<file path="src/rtl/decode_ctrl_pkg.sv">
// Shared opcode encodings, control-word bit layout and issue-group helpers
// for the N-lane decode control stage.
package decode_ctrl_pkg;

    localparam int CTRL_W = 16;

    localparam logic [3:0] OP_NOP  = 4'h0;
    localparam logic [3:0] OP_ADD  = 4'h1;
    localparam logic [3:0] OP_SUB  = 4'h2;
    localparam logic [3:0] OP_MUL  = 4'h3;
    localparam logic [3:0] OP_LD   = 4'h4;
    localparam logic [3:0] OP_ST   = 4'h5;
    localparam logic [3:0] OP_CMP  = 4'h6;
    localparam logic [3:0] OP_MOV  = 4'h7;
    localparam logic [3:0] OP_OR   = 4'h8;
    localparam logic [3:0] OP_AND  = 4'h9;
    localparam logic [3:0] OP_NOT  = 4'hA;
    localparam logic [3:0] OP_LSL  = 4'hB;
    localparam logic [3:0] OP_UBR  = 4'hC;
    localparam logic [3:0] OP_LSR  = 4'hD;
    localparam logic [3:0] OP_BEQ  = 4'hE;
    localparam logic [3:0] OP_BGT  = 4'hF;

    localparam int CTRL_ADD     = 0;
    localparam int CTRL_SUB     = 1;
    localparam int CTRL_MUL     = 2;
    localparam int CTRL_LD      = 3;
    localparam int CTRL_ST      = 4;
    localparam int CTRL_CMP     = 5;
    localparam int CTRL_MOV     = 6;
    localparam int CTRL_OR      = 7;
    localparam int CTRL_AND     = 8;
    localparam int CTRL_NOT     = 9;
    localparam int CTRL_LSL     = 10;
    localparam int CTRL_LSR     = 11;
    localparam int CTRL_BEQ     = 12;
    localparam int CTRL_BGT     = 13;
    localparam int CTRL_UBRANCH = 14;
    localparam int CTRL_WB      = 15;

    typedef enum logic {S_RUN, S_RESID} state_t;

    function automatic logic is_branch(input logic [3:0] op);
        return (op == OP_UBR) || (op == OP_BEQ) || (op == OP_BGT);
    endfunction

    function automatic logic is_mem(input logic [3:0] op);
        return (op == OP_LD) || (op == OP_ST);
    endfunction

endpackage

</file>
<file path="src/rtl/opcode_decode.sv">
// Single-lane opcode to one-hot control word decoder (purely combinational).
module opcode_decode
    import decode_ctrl_pkg::*;
#(
    parameter int OPC_W = 4
) (
    input  logic [OPC_W-1:0]  opcode_i,
    output logic [CTRL_W-1:0] ctrl_o
);

    always_comb begin
        ctrl_o = '0;
        case (opcode_i)
            OP_ADD: begin ctrl_o[CTRL_ADD] = 1'b1; ctrl_o[CTRL_WB] = 1'b1; end
            OP_SUB: begin ctrl_o[CTRL_SUB] = 1'b1; ctrl_o[CTRL_WB] = 1'b1; end
            OP_MUL: begin ctrl_o[CTRL_MUL] = 1'b1; ctrl_o[CTRL_WB] = 1'b1; end
            OP_LD:  begin ctrl_o[CTRL_LD]  = 1'b1; ctrl_o[CTRL_WB] = 1'b1; end
            OP_ST:  ctrl_o[CTRL_ST]  = 1'b1;
            OP_CMP: ctrl_o[CTRL_CMP] = 1'b1;
            OP_MOV: begin ctrl_o[CTRL_MOV] = 1'b1; ctrl_o[CTRL_WB] = 1'b1; end
            OP_OR:  begin ctrl_o[CTRL_OR]  = 1'b1; ctrl_o[CTRL_WB] = 1'b1; end
            OP_AND: begin ctrl_o[CTRL_AND] = 1'b1; ctrl_o[CTRL_WB] = 1'b1; end
            OP_NOT: begin ctrl_o[CTRL_NOT] = 1'b1; ctrl_o[CTRL_WB] = 1'b1; end
            OP_LSL: begin ctrl_o[CTRL_LSL] = 1'b1; ctrl_o[CTRL_WB] = 1'b1; end
            OP_UBR: ctrl_o[CTRL_UBRANCH] = 1'b1;
            OP_LSR: begin ctrl_o[CTRL_LSR] = 1'b1; ctrl_o[CTRL_WB] = 1'b1; end
            OP_BEQ: ctrl_o[CTRL_BEQ] = 1'b1;
            OP_BGT: ctrl_o[CTRL_BGT] = 1'b1;
            default: ctrl_o = '0;
        endcase
    end

endmodule

</file>
<file path="src/rtl/decode_ctrl_nway.sv">
// N-lane decode control stage: splits bundles into issue groups (one branch,
// one memory op per group), registers one control word per lane, flushable.
module decode_ctrl_nway
    import decode_ctrl_pkg::*;
#(
    parameter int LANES = 4,
    parameter int OPC_W = 4
) (
    input  logic                      clk,
    input  logic                      reset,
    input  logic                      flush,
    input  logic                      in_valid,
    input  logic [LANES-1:0]          in_lane_en,
    input  logic [LANES*OPC_W-1:0]    in_opcode,
    output logic                      in_ready,
    output logic                      out_valid,
    input  logic                      out_ready,
    output logic [LANES-1:0]          out_lane_valid,
    output logic [LANES*CTRL_W-1:0]   out_ctrl,
    output logic                      out_split
);

    state_t                   state_q, state_d;
    logic [LANES-1:0]         resid_mask_q, resid_mask_d;
    logic [LANES*OPC_W-1:0]   resid_opc_q, resid_opc_d;
    logic                     out_valid_q, out_valid_d;
    logic [LANES-1:0]         lane_q, lane_d;
    logic [LANES*CTRL_W-1:0]  ctrl_q, ctrl_d;
    logic                     split_q, split_d;

    logic [LANES-1:0]         src_mask, grp, rest;
    logic [LANES*OPC_W-1:0]   src_opc;
    logic [LANES*CTRL_W-1:0]  dec_ctrl, grp_ctrl;
    logic                     advance, seen_br, seen_mem, cut;

    assign advance  = !out_valid_q || out_ready;
    assign in_ready = (state_q == S_RUN) && advance && !flush && !reset;

    // The residual, when present, is the only source of the next group.
    assign src_mask = (state_q == S_RESID) ? resid_mask_q : in_lane_en;
    assign src_opc  = (state_q == S_RESID) ? resid_opc_q  : in_opcode;

    always_comb begin
        grp      = '0;
        seen_br  = 1'b0;
        seen_mem = 1'b0;
        cut      = 1'b0;
        for (int i = 0; i < LANES; i++) begin
            if (src_mask[i] && !cut) begin
                if (seen_br || (seen_mem && is_mem(src_opc[i*OPC_W +: OPC_W]))) begin
                    cut = 1'b1;
                end else begin
                    grp[i]   = 1'b1;
                    seen_br  = seen_br  | is_branch(src_opc[i*OPC_W +: OPC_W]);
                    seen_mem = seen_mem | is_mem(src_opc[i*OPC_W +: OPC_W]);
                end
            end
        end
    end

    assign rest = src_mask & ~grp;

    for (genvar g = 0; g < LANES; g++) begin : g_lane
        opcode_decode #(.OPC_W(OPC_W)) u_dec (
            .opcode_i (src_opc[g*OPC_W +: OPC_W]),
            .ctrl_o   (dec_ctrl[g*CTRL_W +: CTRL_W])
        );
        assign grp_ctrl[g*CTRL_W +: CTRL_W] = grp[g] ? dec_ctrl[g*CTRL_W +: CTRL_W] : '0;
    end

    always_comb begin
        state_d      = state_q;
        resid_mask_d = resid_mask_q;
        resid_opc_d  = resid_opc_q;
        out_valid_d  = out_valid_q;
        lane_d       = lane_q;
        ctrl_d       = ctrl_q;
        split_d      = split_q;
        if (flush) begin
            state_d      = S_RUN;
            resid_mask_d = '0;
            out_valid_d  = 1'b0;
            lane_d       = '0;
            ctrl_d       = '0;
            split_d      = 1'b0;
        end else if (advance) begin
            out_valid_d = 1'b0;
            lane_d      = '0;
            ctrl_d      = '0;
            split_d     = 1'b0;
            if (state_q == S_RESID) begin
                out_valid_d  = 1'b1;
                lane_d       = grp;
                ctrl_d       = grp_ctrl;
                split_d      = 1'b1;
                resid_mask_d = rest;
                if (rest == '0) state_d = S_RUN;
            end else if (in_valid && (grp != '0)) begin
                out_valid_d = 1'b1;
                lane_d      = grp;
                ctrl_d      = grp_ctrl;
                split_d     = (rest != '0);
                if (rest != '0) begin
                    resid_mask_d = rest;
                    resid_opc_d  = in_opcode;
                    state_d      = S_RESID;
                end
            end
        end
    end

    always_ff @(posedge clk) begin
        if (reset) begin
            state_q      <= S_RUN;
            resid_mask_q <= '0;
            resid_opc_q  <= '0;
            out_valid_q  <= 1'b0;
            lane_q       <= '0;
            ctrl_q       <= '0;
            split_q      <= 1'b0;
        end else begin
            state_q      <= state_d;
            resid_mask_q <= resid_mask_d;
            resid_opc_q  <= resid_opc_d;
            out_valid_q  <= out_valid_d;
            lane_q       <= lane_d;
            ctrl_q       <= ctrl_d;
            split_q      <= split_d;
        end
    end

    assign out_valid      = out_valid_q;
    assign out_lane_valid = lane_q;
    assign out_ctrl       = ctrl_q;
    assign out_split      = split_q;

endmodule

</file>
<file path="config.mk">
export PLATFORM = sky130hd
export DESIGN_NAME = decode_ctrl_nway
export DESIGN_NICKNAME = d
export VERILOG_FILES = /design/src/rtl/decode_ctrl_pkg.sv /design/src/rtl/opcode_decode.sv /design/src/rtl/decode_ctrl_nway.sv
export SDC_FILE = /design/constraint.sdc
export NUM_CORES = 1
export LEC_CHECK = 0
export CORE_MARGIN = 2
export CORE_UTILIZATION = 50
export DETAILED_ROUTE_END_ITERATION = 16
export PLACE_DENSITY = 0.8
export SKIP_LAST_GASP = 1
export SYNTH_ARGS = -nofsm -noshare
export SYNTH_HDL_FRONTEND = slang
export SYNTH_SLANG_ARGS = --single-unit
</file>
<file path="constraint.sdc">
create_clock -name clk -period 2.99 [get_ports clk]
set_clock_uncertainty 0.2 [all_clocks]
set_input_delay 0.598 -clock clk [delete_from_list [all_inputs] [get_ports clk]]
set_output_delay 0.598 -clock clk [all_outputs]
set_load 0.01 [all_outputs]
</file>
==> results by group <==
Drt
  – Via-per-instance ratio: approximately 5.6
  – Routed met1 length: 4870 microns
  – Initial detailed-routing violation count: between 150 and 200
  – Wire length reported by the detailed router: 11,300 microns
  – Detail Route met2 WL: roughly 5600 microns
  – Final ANT Viol Nets: 0
  – DRC errors left: 0
  – Avg WL per Cell: between 15 and 20 microns
  – Detailed Routing Iterations Pass 1: 5
  – Met3 routed WL: between 600 and 700 microns
  – Via count: ~3,800
  – Uppermost layer routed: met4

Layout
  – Number of antenna repair diodes: 0
  – Area added between synthesis and finish: 41.9%
  – Net count reported at finish: 600
  – Ratio of cells with drive above 1 in the final layout: 17.9%
  – Highest-count cells in the layout ignoring fill and taps: 94 x sky130_fd_sc_hd__clkdlybuf4s50_1, 89 x sky130_fd_sc_hd__dfxtp_1, 68 x sky130_fd_sc_hd__nor2_1
  – Most frequent standard cell in the layout excluding fill and tap cells: sky130_fd_sc_hd__clkdlybuf4s50_1

Clock network
  – H-tree levels: 3
  – Number of buffers inserted during clock tree synthesis: 9
  – Buffer depth of the longest clock path: 2
  – # clock sinks: 90
  – Clock transition at the registers of the reported paths: around 100 ps
  – Worst-skew pair later-pin latency: between 300 and 400 ps
  – CTS tree: done
  – Hold bufs inserted after CTS: 0
  – Clock Root Buffer: sky130_fd_sc_hd__clkbuf_8

Timing
  – Worst slew margin: 57.2%
  – Max-slew violations: 0
  – Count of final setup violators: 0
  – Highest clock rate: between 300 and 400 MHz
  – Setup repair after global routing missed its margin: false
  – Measured slew at the worst slew-check pin: roughly 640 ps
  – Final critical-path share of the clock period: a little over nine tenths
  – Number of hold violations in the final report: 0
  – Hold slack: about 260 ps
  – Clock period minus worst slack: 2830 ps

Worst setup path
  – Top cell family by delay on the critical path: simple AND/OR/NAND/NOR gates
  – Delay contributed by the slowest stage of the critical path: roughly 480 ps
  – Cell repeated most along the worst path: sky130_fd_sc_hd__o21ai_0
  – Standard cell with the maximum stage delay on the critical path: sky130_fd_sc_hd__clkdlybuf4s50_1
  – Critical path data required time: 3070 ps
  – Arrival time of data at the critical path endpoint: 2920 ps
  – Worst-path maximum fanout: 6
  – Crit Path Class: in -> reg
  – Worst path buffer plus inverter count: 2
  – Ordered list of cells on the worst path: clkdlybuf4s50_1 -> nor2b_1 -> or2_2 -> buf_4 -> o21ai_0 -> nand4bb_2 -> or3_1 -> o21ai_0
  – Capturing element type of the critical path: flip-flop
  – Kind of launch point of the worst setup path: primary input
  – Setup slack of the most critical reg-to-reg path: between 200 and 250 ps

Synthesis
  – EDFF count, synth: 0
  – Cell count after synthesis: around 430
  – Synth area leaders: sky130_fd_sc_hd__dfxtp_1 45%, sky130_fd_sc_hd__mux2i_1 8.2%, sky130_fd_sc_hd__nor2_1 6.4%, sky130_fd_sc_hd__a22oi_1 4.1%, sky130_fd_sc_hd__a32o_1 4.0%
  – Part of the Yosys area used for sequential elements: 44.7%
  – Count of cell types in the netlist: 54
  – Number of synthesized register bits: 90
  – Mapped Avg Cell Area: 9.46 sq um
  – Post-synthesis net count: 451
  – Cell type with the highest aggregate area in the netlist: sky130_fd_sc_hd__dfxtp_1
  – Synth warnings: 0
  – Synth top area share: between 40% and 50%
  – Prevailing post-synth register cell: sky130_fd_sc_hd__dfxtp_1
  – Summed instance area of the synthesized netlist: slightly above 4000 sq um
  – Share of synthesized flip-flops with an asynchronous set or reset: 0%

Power
  – Share of total power in the clock network: between 30% and 40%
  – P_sw: approximately 0.63 mW
  – Switching power as a share of total power: 26.0%
  – Leakage power figure: approximately 2.2 nW
  – Power share of the sequential group: between 50% and 60%
  – Max IR drop VDD: 0.000267 V
  – Cell Int Power: ~1.8 mW
  – Part of the total power dissipated in combinational logic: 14.4%
  – Power Total: between 2 and 2.5 mW
  – PwrDens: 425 nW/um^2

GRT
  – Wire length of the first global-routing pass: around 18,000 microns
  – Antenna violations before repair: 0
  – Pin count of the biggest net entering global routing: 40
  – Via count of the first global-routing pass: 3,767
  – Total routing resource utilization after global routing: 26.5%
  – Overall overflow remaining after global route: 0

Run status
  – Outcome: finished, final reports clean

Placed design
  – Post-DP HPWL: approximately 8500 microns
  – Port buffer count: 95
  – GPL Wtd Cong: slightly below 0.9

Floorplan
  – Die area: slightly below 9000 sq um
  – Horizontal die dimension: around 94 microns
  – I/O Pins: 96
  – Vertical die dimension: 93.8 microns
  – Initial standard-cell utilization of the core: about half
  – Area of the core: between 7000 and 8000 sq um
  – Std cell rows: 32

Hold path
  – HP Class: reg -> reg

Run
  – Max_cap viols: 0
[state kept, by name (all words and copies together), names as in the netlist]
| register | cells |
|---|---|
| out_ctrl | 64 |
| out_split | 1 |
| out_lane_valid | 4 |
| state_q | 1 |
| resid_mask_q | 3 |
| out_valid | 1 |
| resid_opc_q | 16 |
[power by group through the flow]
stage / registers (mW) / clock network (mW) / logic, mW
floorplan: 1.25 / 0 / 0.180
global placement: 1.25 / 0 / 0.335
detailed placement: 1.25 / 0 / 0.342
CTS: 1.23 / 0.869 / 0.346
global route: 1.23 / 0.911 / 0.377
finish: 1.22 / 0.855 / 0.349
[worst paths after layout]
path                                                start                           end  cells after the start
worst max-delay path                         in_opcode[0]     out_ctrl[41]$_SDFFE_PP0N_                      8
worst min-delay path            out_ctrl[32]$_SDFFE_PP0N_     out_ctrl[32]$_SDFFE_PP0N_                      2
worst max register to register       state_q$_SDFFE_PP0N_  resid_mask_q[1]$_SDFFE_PP0P_                      9
worst min register to register  out_ctrl[32]$_SDFFE_PP0N_     out_ctrl[32]$_SDFFE_PP0N_                      2
[worst min-delay path: stages (launching register included)]
cell and delay, ps:
sky130_fd_sc_hd__dfxtp_1 340, sky130_fd_sc_hd__nand2_1 40, sky130_fd_sc_hd__o21ai_0 50
[area by class of cell]
cell class	instances	area (sq um)
Clock buffer	11	141
Clock inverter	5	61.3
Fill cell	581	2050
Inverter	3	11.3
Multi-Input combinational cell	311	2110
Sequential cell	90	1810
Tap cell	102	128
Timing Repair Buffer	160	1460
[metrics by stage]
step	cells	util [%]	area, sq um	worst slack [ps]	setup TNS [ps]
3_5_place_dp	664	70.8	5500	-334	-9630
2_1_floorplan	426	-	4030	494	0
5_1_grt	682	73.7	5720	13.8	0
6_report	682	73.7	5720	156	0
3_3_place_gp	664	70.8	5500	-270	-7250
4_1_cts	682	73.6	5710	36.4	0
[cell families after synthesis]
family / synth area share (%)
buffers and inverters: 3.17
muxes: 10.8
AOI/OAI and AO/OA: 20.5
and+or+nand+nor: 19.4
DFF: 44.7
adders and majority gates: 0.497
xor gates and xnor gates: 0.869
[synth_stat cells, types with 4 or more instances]
| library cell | count |
|---|---|
| sky130_fd_sc_hd__a32o_1 | 16 |
| sky130_fd_sc_hd__o21ai_0 | 14 |
| sky130_fd_sc_hd__buf_6 | 4 |
| sky130_fd_sc_hd__nor2_1 | 69 |
| sky130_fd_sc_hd__and2_1 | 4 |
| sky130_fd_sc_hd__a21oi_1 | 12 |
| sky130_fd_sc_hd__a31oi_1 | 4 |
| sky130_fd_sc_hd__mux2_2 | 5 |
| sky130_fd_sc_hd__mux2i_1 | 33 |
| sky130_fd_sc_hd__or2_2 | 6 |
| sky130_fd_sc_hd__a22o_1 | 17 |
| sky130_fd_sc_hd__nand2_1 | 28 |
| sky130_fd_sc_hd__nor2b_1 | 6 |
| sky130_fd_sc_hd__clkbuf_1 | 15 |
| sky130_fd_sc_hd__nand3b_1 | 4 |
| sky130_fd_sc_hd__dfxtp_1 | 90 |
| sky130_fd_sc_hd__nor3b_1 | 4 |
| sky130_fd_sc_hd__nand3_1 | 4 |
| sky130_fd_sc_hd__a22oi_1 | 22 |
| sky130_fd_sc_hd__nand2b_1 | 8 |
| sky130_fd_sc_hd__nor3_1 | 11 |
[layer usage]
metal  global-route usage, %  up-vias
met4                    9.66        0
li1                        -     1869
met3                    6.42       14
met2                    45.0      102
met5                       0        -
met1                    32.6     1852
[timing repair]
| item | in CTS | in global routing |
|---|---|---|
| setup buffers | 2 | 0 |
| cloned | 0 | 0 |
| setup endpoints to repair | 18 | 29 |
| gates resized for setup | 1 | 2 |
Power figures use the tool's default switching activity.
==> RTL edit 1, RTL diff (config.mk and constraints unchanged) <==
Reset style: asynchronous (`reset`), changed in one clocked block.
--- a/src/rtl/decode_ctrl_nway.sv
+++ b/src/rtl/decode_ctrl_nway.sv
@@ -110,5 +110,5 @@
     end
 
-    always_ff @(posedge clk) begin
+    always_ff @(posedge clk or posedge reset) begin
         if (reset) begin
             state_q      <= S_RUN;
Behaviour: differs if reset is asserted again (counterexample within 4 cycles, from zero or initial values and one cycle with reset high); with reset held inactive, the same outputs for 4 cycles.
==> RTL edit 1 against the original RTL <==
  * The run now ends with negative setup slack left
  * Setup slack worse by 0.36 ns
  * Synthesized area increased by 6.1%
  * Sequential share of layout area increased by 4.4 points
  * Wire length shrank 0.21%
  * Sequential cell count did not move
  * Hold slack better by 0.021 ns
  * Global-route usage fell by 1.3 points
  * Design area grew 9.5%
Power is not compared: it rests on default switching activity, and its combinational part moved more than twofold at a synthesized area within 25%.
==> RTL edit 1: results (changes against the original RTL) <==
| Metric | Value |
|---|---|
| Failing checks | `negative setup slack` |
| Reg clk slew, reported paths | `0.08 ns (was 0.10 ns)` |
| WS Path Type | `reg -> reg (was in -> reg)` |
| Crit-path max FO | `8 (was 6)` |
| Top Metal Used | `met4 (unchanged)` |
| Min-delay src | `out_ctrl[9] (was out_ctrl[32])` |
| DRT Pass-1 Iters | `4 (was 5)` |
| Async SR Flop Fraction | `100% (was 0%)` |
| Aggregate negative setup slack | `-4.67 ns (was 0 ns)` |
| Routability cong. | `0.881 (was 0.875)` |
| NumNets Final | `578 (was 600)` |
| Met2 layer usage reported by global route | `40.2% (was 45.0%)` |
| Final worst slack | `-0.207 ns (was 0.156 ns)` |
| Max_slew headroom | `59.2% (was 57.2%)` |
| Status | `finished with violations (was complete, no violations)` |
| First-pass GRT wire length | `17900 um (was 18200 um)` |
| Clock Latency Late Sink | `0.37 ns (about the same)` |
| Commonest cells in the netlist | `dfrtp_1, nand2_1, o21ai_0, nor2_1, a32o_1 (was dfxtp_1, nor2_1, mux2i_1, nand2_1, a22oi_1)` |
| Sequential area share after synthesis | `52.7% (was 44.7%)` |
| WL met2 | `5590 um (was 5600 um)` |
| Vias in the first global route | `3684 (was 3767)` |
| Share of cells above drive strength 1 | `25.3% (was 17.9%)` |
| DP Area | `0.00575 mm2 (was 0.00550 mm2)` |
| Worst EP arrival | `3.25 ns (was 2.92 ns)` |
| GRT met1 Usage | `33.8% (was 32.6%)` |
| Post-Synth Adder-Cell Area | `0% (was 0.497%)` |
| Syn nets | `419 (was 451)` |
| Synth top area cells | `dfrtp_1, o21ai_0, nand2_1, a32o_1, mux2_2 (was dfxtp_1, mux2i_1, nor2_1, a22oi_1, a32o_1)` |
| Drt first-iter violations | `208 (was 185)` |
| Synth Area in Compound Gates | `16.9% (was 20.5%)` |
| Setup violators final | `38 (was 0)` |
| Final wirelength | `11300 um (about the same)` |
| Critical path startpoint | `state_q (was in_opcode[0])` |
| Slowest CP cell | `a221o_1 (was clkdlybuf4s50_1)` |
| M1 wire length | `4920 um (was 4870 um)` |
| Reg2reg path depth | `11 (was 9)` |
| Hpwl dp | `7670 um (was 8490 um)` |
| Hold Slack | `0.280 ns (was 0.259 ns)` |
| Routed len/inst | `17.1 um (was 16.6 um)` |
| Post-synthesis cell type count | `55 (was 54)` |
| Post-DR vias/cell | `5.68 (was 5.63)` |
| RR Endpoint | `resid_opc_q[9] (was resid_mask_q[1])` |
| Dpl cells | `633 (was 664)` |
| Flip-flop count of the largest register after layout | `64 (unchanged)` |
| Fill count | `574 (was 581)` |
| Total GRT Usage | `25.2% (was 26.5%)` |
| CTS-repair resized insts | `24 (was 1)` |
| Crit path max-delay family | `compound AO/OA/AOI/OAI gates (was simple AND/OR/NAND/NOR gates)` |
| XOR/XNOR Fraction of Synth Area | `0.615% (was 0.869%)` |
| Postcts setup bufs | `10 (was 2)` |
| Worst hold endpoint | `out_ctrl[9] (was out_ctrl[32])` |
| Largest net degree at the start of global routing | `52 (was 40)` |
-- RTL edit 1: cell types whose count changed after synthesis, sizes merged, moves of 12 or more --
| cell | change |
|---|---|
| mux2i | -21 |
| nor2 | -50 |
| mux2 | +22 |
| dfrtp | +90 |
| a22o | -12 |
| o21ai | +39 |
| a22oi | -22 |
| dfxtp | -90 |
| nand2 | +29 |
-- RTL edit 1: through the flow --
stage	worst slack, ns	utilization, %
3_3_place_gp	-0.555	69.7
6_report	-0.207	75.8
2_1_floorplan	-0.0881	-
5_1_grt	-0.290	75.8
3_5_place_dp	-0.658	69.7
4_1_cts	-0.162	74.3
-- RTL edit 1: cell type report --
cell class | instances | area share, %
flip-flops and latches | 90 | 36.0
multi-input cells | 281 | 32.8
repair buffers | 165 | 25.0
well taps | 105 | 2.10
clock buffers | 10 | 2.04
clock inverters | 5 | 1.66
inverters | 6 | 0.419
==> RTL edit 2, RTL diff (same settings) <==
Without the edit above. `LANES`: 4 -> 3.
--- a/src/rtl/decode_ctrl_nway.sv
+++ b/src/rtl/decode_ctrl_nway.sv
@@ -4,5 +4,5 @@
     import decode_ctrl_pkg::*;
 #(
-    parameter int LANES = 4,
+    parameter int LANES = 3,
     parameter int OPC_W = 4
 ) (
Interface: changed (resized in_lane_en, in_opcode, out_ctrl and out_lane_valid); port bits go from 96 to 74. The function was not compared with the original's and may differ.
==> RTL edit 2 against the original RTL <==
  * Design area decreased by 24%
  * Utilization decreased by 3.6 points
  * Synthesized area shrank 21%
  * Wire length down 28%
  * Setup slack improved by 0.057 ns
  * First-iteration DRC count fell by 21%
  * Sequential cell count fell by 22
  * Sequential power shrank 25%
  * Total power decreased by 23%
  * Die area down 20%
==> RTL edit 2: results (changes against the original RTL) <==
| Metric | Value |
|---|---|
| Area of the multi-input gates | `0.00170 mm2 (was 0.00211 mm2)` |
| Drt first-iter violations | `146 (was 185)` |
| Clock distribution power | `0.727 mW (was 0.855 mW)` |
| Commonest cells in the netlist | `dfxtp_1, nand2_1, nor2_1, mux2i_1, o21ai_0 (was dfxtp_1, nor2_1, mux2i_1, nand2_1, a22oi_1)` |
| Via count | `3049 (was 3837)` |
| Sequential area share after synthesis | `42.7% (was 44.7%)` |
| Comb power | `0.224 mW (was 0.349 mW)` |
| M1 wire length | `3630 um (was 4870 um)` |
| Fill count | `503 (was 581)` |
| Crit path max-delay family | `buffers and inverters (was simple AND/OR/NAND/NOR gates)` |
| DP Area | `0.00419 mm2 (was 0.00550 mm2)` |
| CTS-repair resized insts | `0 (was 1)` |
| Clock Latency Late Sink | `0.35 ns (was 0.37 ns)` |
| WL met2 | `3920 um (was 5600 um)` |
| Routability cong. | `0.921 (was 0.875)` |
| Grt met3 use | `5.44% (was 6.42%)` |
| Critical Path Max Stage Delay | `0.53 ns (was 0.48 ns)` |
| Syn nets | `374 (was 451)` |
| Worst EP arrival | `1.98 ns (was 2.92 ns)` |
| GRT met1 Usage | `31.8% (was 32.6%)` |
| NumNets Final | `474 (was 600)` |
| Post-DR vias/cell | `5.69 (was 5.63)` |
| Net Switching | `0.470 mW (was 0.632 mW)` |
| Max_slew headroom | `50.3% (was 57.2%)` |
| XOR/XNOR Fraction of Synth Area | `0.825% (was 0.869%)` |
| Status | `complete, no violations (unchanged)` |
| Syn Area/Cell | `9.00 um2 (was 9.46 um2)` |
| Postcts setup bufs | `0 (was 2)` |
| Mux share of post-synthesis cell area | `9.78% (was 10.8%)` |
| PortBufs | `73 (was 95)` |
| Flip-flop count of the largest register after layout | `48 (was 64)` |
| Final Total Pwr | `1.87 mW (was 2.43 mW)` |
| Hold Slack | `0.258 ns (was 0.259 ns)` |
| Hpwl dp | `6050 um (was 8490 um)` |
| First-pass GRT wire length | `13600 um (was 18200 um)` |
| Reg clk slew, reported paths | `0.07 ns (was 0.10 ns)` |
| VDD IR max | `0.327 mV (was 0.267 mV)` |
| Synth Area in Compound Gates | `20.4% (was 20.5%)` |
| Dpl ws | `0.0141 ns (was -0.334 ns)` |
| Synth top area cells | `dfxtp_1, mux2i_1, nand2_1, nor2_1, o21ai_0 (was dfxtp_1, mux2i_1, nor2_1, a22oi_1, a32o_1)` |
| Met3 WL | `479 um (was 678 um)` |
| Share of cells above drive strength 1 | `15.0% (was 17.9%)` |
| Crit-path max FO | `2 (was 6)` |
| DRT Pass-1 Iters | `6 (was 5)` |
| Post-synthesis cell type count | `60 (was 54)` |
| Met2 layer usage reported by global route | `38.8% (was 45.0%)` |
==> RTL edit 2: changes by cell type after synthesis, sizes merged, moves of 9 or more <==
| cell | before | now |
|---|---|---|
| a32o | 16 | 5 |
| dfxtp | 90 | 68 |
| mux2i | 36 | 24 |
| nor2 | 69 | 45 |
| nand2 | 28 | 47 |
| a22o | 17 | 7 |
| o21ai | 15 | 24 |
==> RTL edit 2: path summary, 6_finish.rpt <==
check                           slack (ns)          from  depth (start not counted)      endpoint
worst min register to register        0.26  out_ctrl[22]                          2  out_ctrl[22]
worst max-delay path                  0.21     out_ready                          6      in_ready
worst max register to register        0.25       state_q                          7  out_ctrl[37]
worst min-delay path                  0.26  out_ctrl[22]                          2  out_ctrl[22]
==> RTL edit 2: area by class of cell <==
class                           count  area share (%)
Multi-Input combinational cell    262            38.9
Sequential cell                    68            31.1
Timing Repair Buffer              106            22.9
Clock buffer                       11            3.00
Tap cell                           77            2.20
Clock inverter                      5            1.20
Inverter                            7           0.601
